File: src/rtl/ifetch_pkg.sv
// Shared types and constants for the instruction fetch queue:
// instruction length encoding and the opcodes of the long V850 forms.
package ifetch_pkg;

    localparam int HW_W = 16;

    typedef enum logic [1:0] {
        LEN16 = 2'd0,
        LEN32 = 2'd1,
        LEN48 = 2'd2,
        LEN64 = 2'd3
    } inst_len_e;

    // 48-bit forms (MOV imm32 and the 48-bit jump form) and the 64-bit form
    localparam logic [5:0] OP_MOV48 = 6'b110001;
    localparam logic [5:0] OP_JMP48 = 6'b110111;
    localparam logic [5:0] OP_LD64  = 6'b111101;

    function automatic logic [2:0] LEN_HW(inst_len_e len);
        return {1'b0, len} + 3'd1;
    endfunction

endpackage

File: src/rtl/ifetch_len_dec.sv
// Combinational V850 instruction length decode from the first halfword.
module ifetch_len_dec
    import ifetch_pkg::*;
(
    input  logic [HW_W-1:0] hw_i,
    output inst_len_e       len_o
);

    logic [5:0] opcode;
    logic       reg2_zero;

    assign opcode    = hw_i[10:5];
    assign reg2_zero = (hw_i[15:11] == 5'd0);

    always_comb begin
        len_o = LEN16;
        if (hw_i[10:9] != 2'b11) begin
            if (reg2_zero && hw_i[9] && hw_i[7]) len_o = LEN32;
        end else if (reg2_zero && (opcode == OP_MOV48 || opcode == OP_JMP48)) begin
            len_o = LEN48;
        end else if (reg2_zero && opcode == OP_LD64) begin
            len_o = LEN64;
        end else begin
            len_o = LEN32;
        end
    end

endmodule

File: src/rtl/ifetch_queue.sv
// Multi-outstanding block fetcher feeding a circular halfword queue; presents
// whole decoded-length instructions at the head and handles branch redirects.
module ifetch_queue
    import ifetch_pkg::*;
#(
    parameter int              PC_W      = 25,
    parameter int              MEM_W     = 64,
    parameter int              QDEPTH    = 16,
    parameter int              MAX_OUTST = 2,
    parameter logic [PC_W-1:0] RESET_PC  = '0
) (
    input  logic             clk,
    input  logic             rst_n,
    input  logic             redirect_i,
    input  logic [PC_W-1:0]  redirect_pc_i,
    output logic             mem_req_o,
    output logic [PC_W-1:0]  mem_addr_o,
    input  logic             mem_gnt_i,
    input  logic             mem_rvalid_i,
    input  logic [MEM_W-1:0] mem_rdata_i,
    output logic             inst_valid_o,
    input  logic             inst_ready_i,
    output logic [63:0]      inst_o,
    output logic [1:0]       inst_len_o,
    output logic [PC_W-1:0]  inst_pc_o
);

    localparam int         HPB     = MEM_W / HW_W;
    localparam int         LOG_HPB = $clog2(HPB);
    localparam int         QA_W    = $clog2(QDEPTH);
    localparam int         PTR_W   = QA_W + 1;
    localparam int         CW      = PTR_W + 2;
    localparam logic [1:0] MAX_O   = 2'(MAX_OUTST);

    logic [HW_W-1:0]    queue_q [QDEPTH];
    logic [HW_W-1:0]    queue_d [QDEPTH];
    logic [PTR_W-1:0]   wr_ptr_q, wr_ptr_d, rd_ptr_q, rd_ptr_d, count;
    logic [1:0]         outst_q, outst_d, stale_q, stale_d;
    logic [PC_W-1:0]    fetch_pc_q, fetch_pc_d, head_pc_q, head_pc_d;
    logic [LOG_HPB-1:0] skip_q, skip_d;
    logic [CW-1:0]      free_w, need_w;
    logic [HW_W-1:0]    head_hw [4];
    logic [63:0]        head_inst;
    logic [2:0]         len_hw;
    inst_len_e          head_len;
    logic               grant, xfer, beat_ok;

    // Every in-flight request reserves a full beat of space, so the queue cannot overflow.
    assign count  = wr_ptr_q - rd_ptr_q;
    assign free_w = CW'(QDEPTH) - {2'b00, count};
    assign need_w = ({{(CW-2){1'b0}}, outst_q} + CW'(1)) << LOG_HPB;

    assign mem_req_o  = rst_n & ~redirect_i & (free_w >= need_w) & (outst_q < MAX_O);
    assign mem_addr_o = fetch_pc_q;
    assign grant      = mem_req_o & mem_gnt_i;

    always_comb begin
        for (int k = 0; k < 4; k++) head_hw[k] = queue_q[rd_ptr_q[QA_W-1:0] + QA_W'(k)];
    end

    ifetch_len_dec u_len_dec (
        .hw_i  (head_hw[0]),
        .len_o (head_len)
    );

    assign len_hw = LEN_HW(head_len);

    always_comb begin
        head_inst = '0;
        for (int k = 0; k < 4; k++) begin
            if (3'(k) < len_hw) head_inst[k*HW_W +: HW_W] = head_hw[k];
        end
    end

    assign inst_valid_o = rst_n & ~redirect_i & (count >= PTR_W'(len_hw));
    assign inst_o       = inst_valid_o ? head_inst : 64'd0;
    assign inst_len_o   = inst_valid_o ? head_len : LEN16;
    assign inst_pc_o    = head_pc_q;

    assign xfer    = inst_valid_o & inst_ready_i;
    assign beat_ok = mem_rvalid_i & ~redirect_i & (stale_q == 2'd0);

    always_comb begin
        queue_d    = queue_q;
        wr_ptr_d   = wr_ptr_q;
        rd_ptr_d   = rd_ptr_q;
        fetch_pc_d = fetch_pc_q;
        head_pc_d  = head_pc_q;
        skip_d     = skip_q;
        stale_d    = stale_q;
        outst_d    = outst_q + {1'b0, grant} - {1'b0, mem_rvalid_i};
        if (mem_rvalid_i && stale_q != 2'd0) stale_d = stale_q - 2'd1;
        // First beat after a redirect starts mid-block: leading halfwords are skipped.
        if (beat_ok) begin
            for (int i = 0; i < HPB; i++) begin
                if (LOG_HPB'(i) >= skip_q)
                    queue_d[wr_ptr_q[QA_W-1:0] + QA_W'(i) - QA_W'(skip_q)] = mem_rdata_i[i*HW_W +: HW_W];
            end
            wr_ptr_d = wr_ptr_q + PTR_W'(HPB) - PTR_W'(skip_q);
            skip_d   = '0;
        end
        if (grant) fetch_pc_d = fetch_pc_q + PC_W'(HPB);
        if (xfer) begin
            rd_ptr_d  = rd_ptr_q + PTR_W'(len_hw);
            head_pc_d = head_pc_q + PC_W'(len_hw);
        end
        // Everything still in flight becomes stale, including beats of earlier redirects.
        if (redirect_i) begin
            rd_ptr_d   = '0;
            wr_ptr_d   = '0;
            outst_d    = outst_q - {1'b0, mem_rvalid_i};
            stale_d    = outst_q - {1'b0, mem_rvalid_i};
            fetch_pc_d = {redirect_pc_i[PC_W-1:LOG_HPB], {LOG_HPB{1'b0}}};
            skip_d     = redirect_pc_i[LOG_HPB-1:0];
            head_pc_d  = redirect_pc_i;
        end
    end

    always_ff @(posedge clk or negedge rst_n) begin
        if (!rst_n) begin
            wr_ptr_q   <= '0;
            rd_ptr_q   <= '0;
            outst_q    <= '0;
            stale_q    <= '0;
            fetch_pc_q <= {RESET_PC[PC_W-1:LOG_HPB], {LOG_HPB{1'b0}}};
            skip_q     <= RESET_PC[LOG_HPB-1:0];
            head_pc_q  <= RESET_PC;
        end else begin
            wr_ptr_q   <= wr_ptr_d;
            rd_ptr_q   <= rd_ptr_d;
            outst_q    <= outst_d;
            stale_q    <= stale_d;
            fetch_pc_q <= fetch_pc_d;
            skip_q     <= skip_d;
            head_pc_q  <= head_pc_d;
        end
    end

    always_ff @(posedge clk) begin
        queue_q <= queue_d;
    end

endmodule

File: config.mk
export PLATFORM = sky130hd
export DESIGN_NAME = ifetch_queue
export DESIGN_NICKNAME = d
export VERILOG_FILES = /design/src/rtl/ifetch_pkg.sv /design/src/rtl/ifetch_len_dec.sv /design/src/rtl/ifetch_queue.sv
export SDC_FILE = /design/constraint.sdc
export NUM_CORES = 2
export LEC_CHECK = 0
export BUFFER_PORTS_ARGS = -buffer_cell sky130_fd_sc_hd__buf_2
export CORE_MARGIN = 1
export CORE_UTILIZATION = 57
export DETAILED_ROUTE_END_ITERATION = 6
export PLACE_DENSITY_LB_ADDON = 0.08
export SLEW_MARGIN = 40
export SYNTH_ARGS = -nofsm -noshare
export SYNTH_HDL_FRONTEND = slang
export SYNTH_SLANG_ARGS = --single-unit
File: constraint.sdc
create_clock -name clk -period 6.5 [get_ports clk]
set_clock_uncertainty 0.15 [all_clocks]
set_input_delay 1.3 -clock clk [delete_from_list [all_inputs] [get_ports clk]]
set_output_delay 1.3 -clock clk [all_outputs]
set_load 0.01 [all_outputs]
# Yosys cells after proc, flatten, opt, wreduce, memory -nomap -nowiden
# Cells that the tools add are included.
[classes]
magnitude_cmp = 23
addsub = 23
eq_ne = 4
bitwise = 17
n_reduce_logical = 17
muxes = 54
[ops]
columns = ["op", "count"]
rows = [
  ["2-to-1 mux 256 bit", 7],
  ["bitwise mux 256 bit", 4],
  ["binary-select mux 16 bit (select 4 bit)", 4],
  ["demux 16 bit (select 4 bit)", 4],
  ["2-to-1 mux 16 bit", 16],
  ["2-to-1 mux 25 bit", 4],
  ["2-to-1 mux 64 bit", 1],
  ["greater-or-equal comparator 5 bit, second input constant", 8],
  ["inverter 4 -> 5 bit", 8],
  ["adder 25 x 3 -> 25 bit", 1],
  ["adder 25 x 3 -> 25 bit, second input constant", 1],
  ["less-than comparator 5 x 1 -> 1 bit, second input constant", 4],
  ["2-to-1 mux 5 bit", 4],
  ["equality test 6 bit, second input constant", 3],
  ["2-to-1 mux 2 bit", 9],
  ["adder 4 x 2 -> 4 bit, second input constant", 4],
  ["subtractor 4 x 2 -> 4 bit", 4],
  ["nonzero test 2 bit", 5],
  ["logical AND 1 bit", 9],
  ["adder 4 x 1 -> 4 bit, second input constant", 2],
  ["AND 1 bit", 8],
  ["greater-or-equal comparator 7 x 5 -> 1 bit", 1],
  ["adder 2 x 1 -> 3 bit, second input constant", 2],
  ["less-than comparator 1 x 3 -> 1 bit, first input constant", 2],
  ["other kinds (19)", 23],
]
[word_totals]
wordCells = 161
reg_bits = 322

# Longest topological paths before layout
[logic_depth]
word_depth = 17
mapped_depth = 24
ltp_nobuf = 18

# Hierarchy
# From an unflattened synthesis, not the netlist that was laid out.
[unflattened]
hier_cells = 2780
hier_area_um2 = 30225.2
[modules_own_cells]
columns = ["mod", "cells_each", "area_each_um2", "instances"]
rows = [
  ["ifetch_queue", 2769, 30147.7, 1],
  ["ifetch_len_dec", 11, 77.6, 1],
]

# Worst setup path after synthesis
# No wires, ideal clock.
[synth_timing]
path_type = "input to register"
startpoint = "input port redirect_i"
endpoint = "register queue_q[0] in the netlist's numbering (enable)"
path_stages = 3
required_ns = 5.742
setup_time_ns = 0.608
arrival_time_ns = 6.544
path_slack_ns = -0.802
path_buffers = 0
cell_sequence = "inv_2 nand3_1 inv_1"
[synth_via]
elab_chain_cells = 3
[synth_lines]
columns = ["element", "line_no", "source"]
rows = [
  ["from (decl)", "ifetch_queue.sv:14", "input logic redirect_i,"],
  ["inverter 1 bit", "ifetch_queue.sv:81", "assign beat_ok = mem_rvalid_i & ~redirect_i & (stale_q == 2'd0);"],
  ["AND 1 bit (2 in series)", "ifetch_queue.sv:81", ""],
  ["via beat_ok", "ifetch_queue.sv:46", "logic grant, xfer, beat_ok;"],
  ["to (signal assigned)", "ifetch_queue.sv:140", "queue_q <= queue_d;"],
  ["to (decl)", "ifetch_queue.sv:35", "logic [HW_W-1:0] queue_q [QDEPTH];"],
]
# The timed path passes the listed nets, and every way through them passes these cells.
# A chain may end at the register's enable or synchronous reset.

# Final worst setup path
[layout_timing]
startpoint = "register rd_ptr_q[0]"
endpoint = "output port inst_o[41]"
[layout_via]
elab_chain_cells = 13
[layout_lines]
columns = ["element", "line_no", "source"]
rows = [
  ["from (decl)", "ifetch_queue.sv:37", "logic [PTR_W-1:0] wr_ptr_q, wr_ptr_d, rd_ptr_q, rd_ptr_d, count;"],
  ["from (signal assigned)", "ifetch_queue.sv:130", "rd_ptr_q <= rd_ptr_d;"],
  ["inverter 4 -> 5 bit (implied by the code)", "ifetch_queue.sv:58", "for (int k = 0; k < 4; k++) head_hw[k] = queue_q[rd_ptr_q[QA_W-1:0] + QA_W'(k)];"],
  ["binary-select mux 16 bit (select 4 bit)", "ifetch_queue.sv:58", ""],
  ["2-to-1 mux 16 bit (implied by the code) (2 in series)", "ifetch_queue.sv:58", ""],
  ["equality test 6 bit, or another cell as far along", "ifetch_len_dec.sv:21", "end else if (reg2_zero && opcode == OP_LD64) begin"],
  ["logical AND 1 bit, or another cell as far along", "ifetch_len_dec.sv:21", ""],
  ["2-to-1 mux 2 bit, or another cell as far along", "ifetch_len_dec.sv:21", ""],
  ["2-to-1 mux 2 bit / 2-to-1 mux 1 bit (equally long branches)", "ifetch_len_dec.sv:19, ifetch_len_dec.sv:18", ""],
  ["2-to-1 mux 2 bit", "ifetch_len_dec.sv:17", "if (hw_i[10:9] != 2'b11) begin"],
  ["adder 2 x 1 -> 3 bit", "ifetch_pkg.sv:20", "return {1'b0, len} + 3'd1;"],
  ["greater-or-equal comparator 5 x 3 -> 1 bit / less-than comparator 2 x 3 -> 1 bit (equally long branches)", "ifetch_queue.sv:75, ifetch_queue.sv:71", ""],
  ["AND 1 bit / 2-to-1 mux 16 bit (equally long branches)", "ifetch_queue.sv:75, ifetch_queue.sv:71", ""],
  ["2-to-1 mux 64 bit *", "ifetch_queue.sv:76", "assign inst_o = inst_valid_o ? head_inst : 64'd0;"],
  ["to (decl)", "ifetch_queue.sv:23", "output logic [63:0] inst_o,"],
]
# Every way passes the cells marked *; elsewhere a longest branch is shown, timed or not. The select of a mux whose other input is x is not followed.

==> impl_metrics.csv <==
group,metric,value,unit
critical_path,crit_required,5.05,ns
logic_synthesis,yosysWarnings,0,
routing,wl_per_cell,39.87,µm
timing,holdWs,0.4195,ns
clocking,cts_htree_levels,2,
logic_synthesis,async_reset_ff_share,20.00,%
job,drv_cap,0,
global_routing,antenna_found_initial,32,
die,die_area,53710,µm²
power,p_sw_share,45.69,%
timing,tightest_slew,0.9207,ns
die,pin_count,213,
clocking,cts_buffer_depth,3,
logic_synthesis,syn_area,30090,µm²
clocking,cts_tree,"built",
logic_synthesis,synth-seq-cells,320,
power,clockPowerShare,17.4,%
cells_and_area,final_common_cell,"nor2_1",
critical_path,worstSetupEndpointType,"primary output",
timing,rsz0062_at_grt,"yes",
power,vdd.ir_drop.worst,0.6430,mV
logic_synthesis,synthFlopType,"edfxtp_1",
cells_and_area,fillers,4069,
routing,vias_per_cell,8.117,
routing,drc,198,
timing,final_hold_viol_count,0,
timing,fin_ws,-0.09753,ns
clocking,clkTransAtPathRegs,0.06,ns
routing,ant_nets,0,
place,dp_hpwl,94030,µm
cells_and_area,final_cell_mix,"nor2_1, mux2i_1, a21oi_1",
logic_synthesis,yosysSeqAreaShare,30.87,%
power,p_seq_share,23.2,%
critical_path,startpoint_type,"flip-flop",
critical_path,criticalPathCategory,"flip-flop to primary output",
timing,setup_viol,28,
run_status,status,"finished, violations left",
critical_path,crit_arrival,5.15,ns
global_routing,grt_max_degree,147,
clocking,cts_root_buffer,"clkbuf_16",
logic_synthesis,synth_edf_count,256,
global_routing,overflow,0,
hold_path,min_path_type,"flip-flop to flip-flop",
clocking,cts_sinks,320,
logic_synthesis,ys_types,71,
cells_and_area,area_delta_synth_final,14.45,%
power,power_density,385.0,nW/µm²
cells_and_area,fin_util,66.58,%
timing,min_period,6.598,ns
global_routing,grt_usage,55.10,%
clocking,clock_latency,0.61,ns
die,core,51720,µm²
die,start_util,58.18,%
timing,max-slew-margin-rel,38.47,%
global_routing,grt_pass1_vias,28226,
routing,wl,151100,µm
routing,via_count,30755,
die,die_x,231.8,µm
timing,max_freq,0.1516,GHz
routing,first_iter_violations,5933,
power,p_sw,6.057,mW
cells_and_area,nets,3200,
power,p_comb_share,59.4,%
die,die_h,231.8,µm
die,rows,83,
global_routing,grt_pass1_wl,207100,µm
logic_synthesis,synthCells,2962,
logic_synthesis,syn_avg_cell_area,10.16,µm²
routing,first_pass_iters,7,
cells_and_area,drive_gt1_share,27.77,%
run_status,violations,"DRC, setup timing",
timing,final_max_slew_viol_count,0,
power,power.internal,7.199,mW
clocking,holdBufCountCts,0,
timing,layout_worst_path_cycle_share,101.5,%
clocking,cts-buffers-inserted,40,
power,p_leak,13.52,nW
place,io_buffers,210,
place,gp_congestion,1.039,
critical_path,crit_fanout,7,
-- final timing paths --
kind | from | endpoint | slack [ns] | cells past startpoint
min in group asynchronous | rst_n | rd_ptr_q[4] | 0.67 | 2
max reg2reg | rd_ptr_q[0] | inst_pc_o[21] | 0.96 | 21
max in group asynchronous | rst_n | rd_ptr_q[0] | 5.01 | 2
max | rd_ptr_q[0] | inst_o[41] | -0.1 | 21
min | inst_pc_o[6] | inst_pc_o[6] | 0.42 | 1
min reg2reg | inst_pc_o[6] | inst_pc_o[6] | 0.42 | 1
-- timing repair --
item	in CTS	in global routing
pin swaps	3	16
setup endpoints to repair	59	66
setup buffers	12	23
cloned	2	6
gates resized for setup	25	56
-- area by class of cell --
type	count	area, µm²	area share (%)
clock buffer	52	1097	3.187
sequential	320	9300	27.01
antenna	19	47.55	0.1381
tap	680	850.8	2.471
timing repair buffer	402	2974	8.637
clock inverter	21	155.1	0.4506
inverter	40	156.4	0.4542
multi-input combinational	2255	19850	57.65
-- synth_stat cells, drive strengths merged (3+ instances only) --
cell    count  area (µm²)
o311ai      5       61.31
and3b       3       26.28
dfrtp      64        1602
mux2i     296        2963
a21boi      8       60.06
o21a        4       30.03
nand2      58       217.7
nor2      321        1205
mux4      278        6299
a22oi     263        1974
nand3      37       190.2
a31oi       9       56.30
nand2b     15       93.84
nand3b      4       30.03
edfxtp    256        7687
a211oi     65       488.0
and3       28       175.2
or2        12       75.07
inv        39       146.4
or3        12       80.08
mux2       10       116.4
and2        5       31.28
xnor2      29       254.0
and4        5       43.79
buf       124       616.9
o31ai       4       35.03
clkbuf    224       840.8
a21o        4       30.03
nor3       20       105.1
nor2b      58       362.9
a21oi     282        1415
nand4      19       118.9
xor2       20       175.2
o21ai     289        1446
fa          8       160.2
o211ai     12       130.1
ha         38       475.5
nor4        5       31.28
o22ai       6       37.54
o31a        3       26.28
-- stage by stage --
step	std cells	instance area (µm²)	power, mW	TNS, ns	setup slack (ns)
floorplan	2963	30100	7.561	0	0.5337
global placement	3649	32050	9.874	0	0.2851
detailed placement	3652	32170	10.06	0	0.1343
CTS	3739	33720	12.48	0	0.02753
global route	3779	34410	13.48	-3.186	-0.1743
finish	3789	34430	13.26	-1.098	-0.09753
-- metal layers --
layer / global-route usage, % / vias to the layer above / share of wire [%]
met3: 34.30 / 884 / 20
met5: 4.779 / - / 0.26
met2: 72.85 / 3322 / 39
met1: 65.21 / 14739 / 32
li1: - / 11778 / -
met4: 36.76 / 32 / 8.7
-- cell families after synthesis --
group                    count (synthesis)  share of synthesized area (%)
AO/OA/AOI/OAI                          963                          19.52
buffers and inverters                  388                          5.344
flip-flops                             320                          30.87
AND/OR/NAND/NOR                        611                          9.544
other                                    1                        0.01246
multiplexers                           584                          31.17
XOR/XNOR                                49                          1.426
adder cells (fa/ha/maj)                 46                          2.113
-- power by group through the flow --
stage	sequential, mW	clock (mW)	combinational [mW]
final	3.07	2.31	7.87
after global routing	3.08	2.34	8.06
after CTS	3.04	2.27	7.17
after detailed placement	3.09	0	6.97
after global placement	3.07	0	6.81
after floorplan	2.97	0	4.59
-- state kept, by name, summed over array words and instances (netlist names) --
register and count:
mem_addr_o 23, wr_ptr_q 5, queue_q 256, skip_q 2, inst_pc_o 25, stale_q 2, outst_q 2, rd_ptr_q 5
-- worst max-delay path, stage by stage (launching register included) --
cell and delay, ns:
dfrtp_4 0.52, buf_16 0.16, buf_12 0.15, buf_12 0.14, buf_4 0.13, mux4_2 0.32
a22oi_1 0.09, nand3_2 0.20, nand2_2 0.10, or3_4 0.40, o31a_1 0.37, ha_4 0.31
inv_4 0.04, ha_4 0.26, a21oi_4 0.05, o221ai_2 0.20, o21a_1 0.23, buf_8 0.15
nand3_4 0.20, buf_8 0.23, nor2b_1 0.13, buf_2 0.16
No activity file was read; power rests on OpenSTA's default activity.
